===== src/rtl/muldiv_seq.sv =====
// muldiv_seq: iterative MIPS multiply/divide unit owning the HI/LO register pair
module muldiv_seq #(
    parameter int WIDTH = 32
) (
    input  logic             clk,
    input  logic             rst,
    input  logic             start,
    input  logic [2:0]       op,
    input  logic [WIDTH-1:0] opa,
    input  logic [WIDTH-1:0] opb,
    input  logic             rd_hilo,
    output logic             busy,
    output logic             stall,
    output logic             done,
    output logic [WIDTH-1:0] hi_data,
    output logic [WIDTH-1:0] lo_data
);
    localparam int CW = $clog2(WIDTH + 1);

    typedef enum logic [1:0] {IDLE, CALC, FIX} state_t;

    state_t               state_q, state_d;
    logic [CW-1:0]        count_q, count_d;
    logic [WIDTH-1:0]     hi_q, hi_d, lo_q, lo_d;
    logic [WIDTH-1:0]     x_q, x_d;
    logic [2*WIDTH-1:0]   p_q, p_d;
    logic                 is_div_q, is_div_d;
    logic                 neg_q, neg_d;
    logic                 neg_rem_q, neg_rem_d;
    logic                 div0_q, div0_d;
    logic                 done_q, done_d;

    logic                 sgn, is_md, op_div;
    logic [WIDTH-1:0]     mag_a, mag_b;
    logic [WIDTH:0]       mul_sum, div_sh;
    logic                 div_ge;
    logic [WIDTH-1:0]     div_rem, quo_s, rem_s;
    logic [2*WIDTH-1:0]   prod_s;

    // x_q holds the multiplicand (mul) or divisor (div); p_q is the product
    // accumulator for mul, and {remainder, dividend/quotient} for div.
    assign sgn     = (op == 3'd1) || (op == 3'd3);
    assign op_div  = (op == 3'd3) || (op == 3'd4);
    assign is_md   = start && (op >= 3'd1) && (op <= 3'd4);
    assign mag_a   = (sgn && opa[WIDTH-1]) ? -opa : opa;
    assign mag_b   = (sgn && opb[WIDTH-1]) ? -opb : opb;
    assign mul_sum = {1'b0, p_q[2*WIDTH-1:WIDTH]} + (p_q[0] ? {1'b0, x_q} : {(WIDTH+1){1'b0}});
    assign div_sh  = {p_q[2*WIDTH-1:WIDTH], p_q[WIDTH-1]};
    assign div_ge  = div_sh >= {1'b0, x_q};
    assign div_rem = div_ge ? WIDTH'(div_sh - {1'b0, x_q}) : div_sh[WIDTH-1:0];
    assign prod_s  = neg_q ? -p_q : p_q;
    assign quo_s   = neg_q ? -p_q[WIDTH-1:0] : p_q[WIDTH-1:0];
    assign rem_s   = neg_rem_q ? -p_q[2*WIDTH-1:WIDTH] : p_q[2*WIDTH-1:WIDTH];

    assign busy    = state_q != IDLE;
    assign stall   = busy && (rd_hilo || start);
    assign done    = done_q;
    assign hi_data = hi_q;
    assign lo_data = lo_q;

    // Next-state: accept ops in IDLE, one shift step per CALC cycle, sign fix-up and HI/LO write in FIX
    always_comb begin
        state_d   = state_q;
        count_d   = count_q;
        hi_d      = hi_q;
        lo_d      = lo_q;
        x_d       = x_q;
        p_d       = p_q;
        is_div_d  = is_div_q;
        neg_d     = neg_q;
        neg_rem_d = neg_rem_q;
        div0_d    = div0_q;
        done_d    = 1'b0;
        case (state_q)
            IDLE: begin
                if (is_md) begin
                    state_d   = CALC;
                    count_d   = '0;
                    is_div_d  = op_div;
                    x_d       = op_div ? mag_b : mag_a;
                    p_d       = {{WIDTH{1'b0}}, op_div ? mag_a : mag_b};
                    neg_d     = sgn && (opa[WIDTH-1] ^ opb[WIDTH-1]);
                    neg_rem_d = sgn && opa[WIDTH-1];
                    div0_d    = opb == '0;
                end else if (start && op == 3'd5) begin
                    hi_d = opa;
                end else if (start && op == 3'd6) begin
                    lo_d = opa;
                end
            end
            CALC: begin
                count_d = count_q + 1'b1;
                p_d     = is_div_q ? {div_rem, p_q[WIDTH-2:0], div_ge} : {mul_sum, p_q[WIDTH-1:1]};
                state_d = (count_q == CW'(WIDTH - 1)) ? FIX : CALC;
            end
            FIX: begin
                state_d = IDLE;
                done_d  = 1'b1;
                hi_d    = is_div_q ? rem_s : prod_s[2*WIDTH-1:WIDTH];
                lo_d    = is_div_q ? (div0_q ? {WIDTH{1'b1}} : quo_s) : prod_s[WIDTH-1:0];
            end
            default: state_d = IDLE;
        endcase
    end

    // State register; reset abandons any in-flight op and clears HI/LO
    always_ff @(posedge clk) begin
        if (rst) begin
            state_q   <= IDLE;
            count_q   <= '0;
            hi_q      <= '0;
            lo_q      <= '0;
            x_q       <= '0;
            p_q       <= '0;
            is_div_q  <= 1'b0;
            neg_q     <= 1'b0;
            neg_rem_q <= 1'b0;
            div0_q    <= 1'b0;
            done_q    <= 1'b0;
        end else begin
            state_q   <= state_d;
            count_q   <= count_d;
            hi_q      <= hi_d;
            lo_q      <= lo_d;
            x_q       <= x_d;
            p_q       <= p_d;
            is_div_q  <= is_div_d;
            neg_q     <= neg_d;
            neg_rem_q <= neg_rem_d;
            div0_q    <= div0_d;
            done_q    <= done_d;
        end
    end
endmodule


===== config.mk =====
export PLATFORM = sky130hd
export DESIGN_NAME = muldiv_seq
export DESIGN_NICKNAME = d
export VERILOG_FILES = /design/src/rtl/muldiv_seq.sv
export SDC_FILE = /design/constraint.sdc
export NUM_CORES = 1
export LEC_CHECK = 0
export ABC_CLOCK_PERIOD_IN_PS = 4200
export CORE_MARGIN = 1.5
export CORE_UTILIZATION = 55
export DETAILED_ROUTE_END_ITERATION = 8
export PLACE_DENSITY = 0.82
export SLEW_MARGIN = 25
export SYNTH_ARGS = -nofsm -noshare
export SYNTH_HDL_FRONTEND = slang
export SYNTH_SLANG_ARGS = --single-unit

===== constraint.sdc =====
create_clock -name clk -period 4.2 [get_ports clk]
set_clock_uncertainty 0.1 [all_clocks]
set_input_delay 0.63 -clock clk [delete_from_list [all_inputs] [get_ports clk]]
set_output_delay 0.63 -clock clk [all_outputs]
set_load 0.01 [all_outputs]

# [Word-level counts from Yosys, hierarchy flattened]
# Cells that the tools add are included.
[word_totals] wordCells=84 regBits=173
[classes] n_bitwise=1 n_reduce_logical=20 eq_ne=13 n_lt_le_gt_ge=3 addsub=8 mux=28
[op_table] op="32-bit 2-to-1 mux" n=16
[op_table] op="64-bit 2-to-1 mux" n=3
[op_table] op="32-bit negation" n=4
[op_table] op="32-bit case mux with 2 select lines" n=2
[op_table] op="64-bit case mux with 2 select lines" n=1
[op_table] op="64-bit negation" n=1
[op_table] op="32-bit by 32-bit adder with 33-bit output" n=1
[op_table] op="33-bit by 32-bit greater-or-equal comparator with 1-bit output" n=1
[op_table] op="32-bit logical NOT" n=1
[op_table] op="32-bit subtractor" n=1
[op_table] op="6-bit case mux with 2 select lines" n=1
[op_table] op="2-bit != test, second input constant" n=5
[op_table] op="3-bit == test, second input constant" n=3
[op_table] op="1-bit logical AND" n=8
[op_table] op="6-bit by 1-bit adder with 6-bit output, second input constant" n=1
[op_table] op="6-bit by 5-bit == test with 1-bit output, second input constant" n=1
[op_table] op="6-bit 2-to-1 mux" n=1
[op_table] op="2-bit nonzero test" n=3
[op_table] op="2-bit 2-to-1 mux" n=2
[op_table] op="2-bit case mux with 2 select lines" n=1
[op_table] op="2-bit AND reduction" n=2
[op_table] op="4-bit AND reduction" n=1
[op_table] op="3-bit by 1-bit == test with 1-bit output, second input constant" n=1
[op_table] op="3-bit by 2-bit == test with 1-bit output, second input constant" n=1
[op_table] op="other kinds (9)" n=11

# [Longest topological paths before layout]
[depth] word_depth=7 depth_mapped=14

# [Least setup slack after synthesis]
# Ideal clock, no wire load.
[synth_path] path_kind="register to register" from="reg p_q[31]" to="reg p_q[52]" arrival_time_ps=3048 setup_slack_ps=930 required_ps=3978 stages_incl_launch_ff=14 path_cell_list="dfxtp_1 inv_1 ha_1 inv_1 fa_1 a211o_1 a211oi_1 o21ai_1 a2111o_1 a221o_1 a21oi_1 xor2_1 o21ai_0 a221o_1"
[synth_via] elab_chain_cells=4 elab_cells_between_ends=5
[synth_lines] element="start, declared" line="26" source="logic [2*WIDTH-1:0] p_q, p_d;"
[synth_lines] element="start signal, assigned" line="126" source="p_q <= p_d;"
[synth_lines] element="32-bit subtractor / 33-bit by 32-bit greater-or-equal comparator with 1-bit output (equally long branches)" line="50, 49"
[synth_lines] element="32-bit 2-to-1 mux (*)" line="50" source="assign div_rem = div_ge ? WIDTH'(div_sh - {1'b0, x_q}) : div_sh[WIDTH-1:0];"
[synth_lines] element="64-bit 2-to-1 mux (*)" line="93" source="p_d = is_div_q ? {div_rem, p_q[WIDTH-2:0], div_ge} : {mul_sum, p_q[WIDTH-1:1]};"
[synth_lines] element="64-bit case mux with 2 select lines (*)" line="74" source="case (state_q)"
# Mark *: on every way between the ends. The rest lies on a longest branch, timed or not.
# A chain may end at the register's enable or synchronous reset.

# [Final worst setup path]
[layout_path] from="reg p_q[0]" to="reg p_q[62]"
[layout_via] elab_chain_cells=4
[layout_lines] element="32-bit 2-to-1 mux" line="47" source="assign mul_sum = {1'b0, p_q[2*WIDTH-1:WIDTH]} + (p_q[0] ? {1'b0, x_q} : {(WIDTH+1){1'b0}});"
[layout_lines] element="32-bit by 32-bit adder with 33-bit output" line="47"
[layout_lines] element="64-bit 2-to-1 mux" line="93"
[layout_lines] element="64-bit case mux with 2 select lines" line="74"
# Every way passes these cells.

==> run_results.csv <==
group,metric,value,unit
floorplanning,rows,59,
critical_path,start_kind,"flop",
floorplanning,num_io_pins,138,
floorplanning,die_area,27580,µm²
cts,cts.sinks,173,
global_route,grt_use_total,37.97,%
job,max_cap_violations,0,
global_route,grt_overflow,0,
synth,synth.avg_cell_area,7.338,µm²
sta,setup_tns,0,ps
sta,max_freq,249.8,MHz
hold_path,hold_depth,2,
global_route,grt_first_pass_wirelength,83590,µm
routing,drt-wirelength-per-cell,22.32,µm
synth,synth_async_sr_flop_share,0,%
routing,drt_iter0_drc,2204,
floorplanning,fp.dieH,166.1,µm
cells_and_area,final_common_cell,"a21oi_1",
cells_and_area,final_cell_mix,"237 x a21oi_1, 213 x nor2_1, 205 x nand2_1",
synth,ys_ff_latch,173,
hold_path,min_path_type,"reg2reg",
cts,cts_buffer_depth,2,
critical_path,crit_fanout,30,
global_route,grt_start_max_net_pins,78,
routing,wl,54090,µm
synth,synth_fp_nets,2135,
cts,root_buffer,"clkbuf_16",
cells_and_area,num-fill-cells,2232,
cells_and_area,final_cell_area,17010,µm²
sta,fin_crit,4004,ps
sta,fin_ws,196.1,ps
sta,rsz0062_at_grt,"no",
placement,routabilityCongestion,1.042,
synth,syn_inst,1993,
routing,vias_per_cell,6.733,
critical_path,cp-startpoint,"p_q[0]",
sta,finalSetupViolCount,0,
global_route,grt_pass1_vias,15280,
routing,first_pass_iters,6,
sta,slew_headroom,28.90,%
pwr,ir_worst_vdd,0.2394,mV
sta,hold_violations,0,
cts,htreeDepth,4,
placement,io_buffer_count,137,
cts,ctsResizeCount,0,
pwr,powerDensity,302.9,nW/µm²
synth,synth_cell_types,84,
placement,place_ws,300.5,ps
critical_path,critPathKind,"reg2reg",
synth,yosysWarnings,0,
critical_path,r2r-start,"p_q[0]",
synth,synthFlopType,"dfxtp_1",
critical_path,end_kind,"flop",
cells_and_area,syn2layout_area_growth,16.33,%
cts,clk_latency,450,ps
status,status,"complete, no violations",
synth,synth_edf_count,0,
pwr,totalPowerFinal,5.152,mW
cells_and_area,finalNetCount,2217,
floorplanning,coreArea,26060,µm²
cts,cts_tree,"built",
placement,place_area,16430,µm²
critical_path,cp.arrival,4260,ps
hold_path,min_from,"lo_data[4]",
synth,synth_area,14620,µm²
sta,hold_ws,355.0,ps
critical_path,rr_endpoint,"p_q[62]",
sta,slew_violations,0,
critical_path,r2r_cells,14,
synth,synth_seq_area_share,23.68,%
floorplanning,start_util,56.12,%
hold_path,holdPathEnd,"lo_data[4]",
routing,vias,16320,
critical_path,cp.required,4460,ps
routing,drc,0,
global_route,antenna_found_initial,1,
placement,place.detailed.hpwl,40730,µm
cts,cts.clk_slew.worst_paths,80,ps
cells_and_area,antenna_cells,0,
cts,cts_hold_buffers,0,
cells_and_area,drive_above_1_share,6.944,%
cts,cts-buffers-inserted,17,
floorplanning,die_x,166.1,µm
routing,route.antenna.remaining_nets,0,
sta,fin_crit_sh,95.33,%
sta,worst_pin_slew,1066,ps
critical_path,reg2reg_slack,200,ps
cts,post_cts_buffers,0,
pwr,leakage,6.506,nW
synth_stat cells (6+ instances only):
cell,count,area share (%)
nor2_1,215,5.5
ha_1,69,5.9
and2_1,9,0.38
nand3_1,32,1.1
a211o_1,12,0.72
and4_1,7,0.42
o31ai_1,22,1.1
nor3_1,43,1.5
o41ai_1,10,0.60
a31oi_1,19,0.81
a211oi_1,62,3.2
nor4_1,13,0.56
nor2b_1,14,0.60
nand4_1,7,0.30
xor2_1,78,4.7
a21oi_1,237,8.1
a32oi_1,7,0.42
a21o_1,24,1.2
buf_1,12,0.31
a221o_1,9,0.62
or2_2,7,0.30
o211ai_1,42,2.2
a311oi_1,11,0.66
and3_1,12,0.51
or4_1,13,0.67
o21a_1,11,0.56
clkbuf_1,119,3.1
dfxtp_1,173,24
mux2_2,6,0.46
nand2_1,205,5.3
o221ai_1,28,1.7
nor3b_1,7,0.36
inv_1,71,1.8
a22oi_1,9,0.46
o21ai_0,93,3.2
o21bai_1,6,0.31
a221oi_1,9,0.54
mux2i_1,43,2.9
xnor2_1,80,4.8
nand2b_1,19,0.81
or3_1,20,0.86
o21ai_1,12,0.41
critical path, stage by stage, from the launching register on:
cell       delay, ps
dfxtp_1          400
inv_1            130
buf_12           180
nor2_1           160
ha_1             330
nand4_1          160
nor2_1            80
a2111oi_0        650
buf_4            230
a21oi_1          130
o211ai_1         260
a21oi_1          170
o41ai_1          530
xor2_1           140
a211oi_1         220
metal layers:
metal | global-route usage (%) | vias to the layer above | routed length, µm
met2 | 57.84 | 1060 | 23040
met4 | 21.93 | 2 | 3626
met5 | 0 | - | 29
met3 | 9.390 | 284 | 6296
met1 | 48.78 | 7531 | 21100
li1 | - | 7438 | -
worst max-delay path by stage:
stage,cells after the start,endpoint
6_report,14,p_q[62]
5_1_grt,14,p_q[62]
4_1_cts,14,p_q[62]
3_5_place_dp,9,p_q[25]
3_3_place_gp,9,p_q[30]
2_1_floorplan,13,p_q[52]
state kept, by name, indices dropped and copies added (netlist names), 2 cells and up:
name	count
p_q	64
state_q	2
hi_data	32
x_q	32
count_q	6
lo_data	32
where the power goes:
part           switching [mW]  leakage (nW)  internal [mW]  total (mW)
clock                   0.813         0.285          0.810        1.62
combinational            1.02          4.81          0.661        1.69
sequential              0.124          1.41           1.72        1.84
total                    1.96          6.51           3.19        5.15
area by class of cell:
class	instances	area, µm²	area share [%]
multi-input cells	1609	10380	60.98
clock buffers	18	439.2	2.581
repair buffers	203	1902	11.18
well taps	335	419.2	2.464
flip-flops and latches	173	3465	20.36
clock inverters	14	146.4	0.8605
inverters	71	266.5	1.567
cell families (layout without fill, tap and decap cells):
logic type	count (synthesis)	count (layout)	share of synthesized area (%)
adder cells (fa/ha/maj)	71	71	6.177
AND/OR/NAND/NOR	658	658	21.50
XOR/XNOR	158	158	9.463
buffers and inverters	211	306	5.613
AO/OA/AOI/OAI	673	673	30.16
multiplexers	49	49	3.405
flip-flops	173	173	23.68
metrics by stage:
step                      util, %  std cells
after global placement      63.04       2391
after global routing        65.29       2423
after floorplan                 -       1993
after detailed placement    63.04       2391
final                       65.29       2423
after CTS                   65.29       2423
Power figures use the tool's default switching activity.
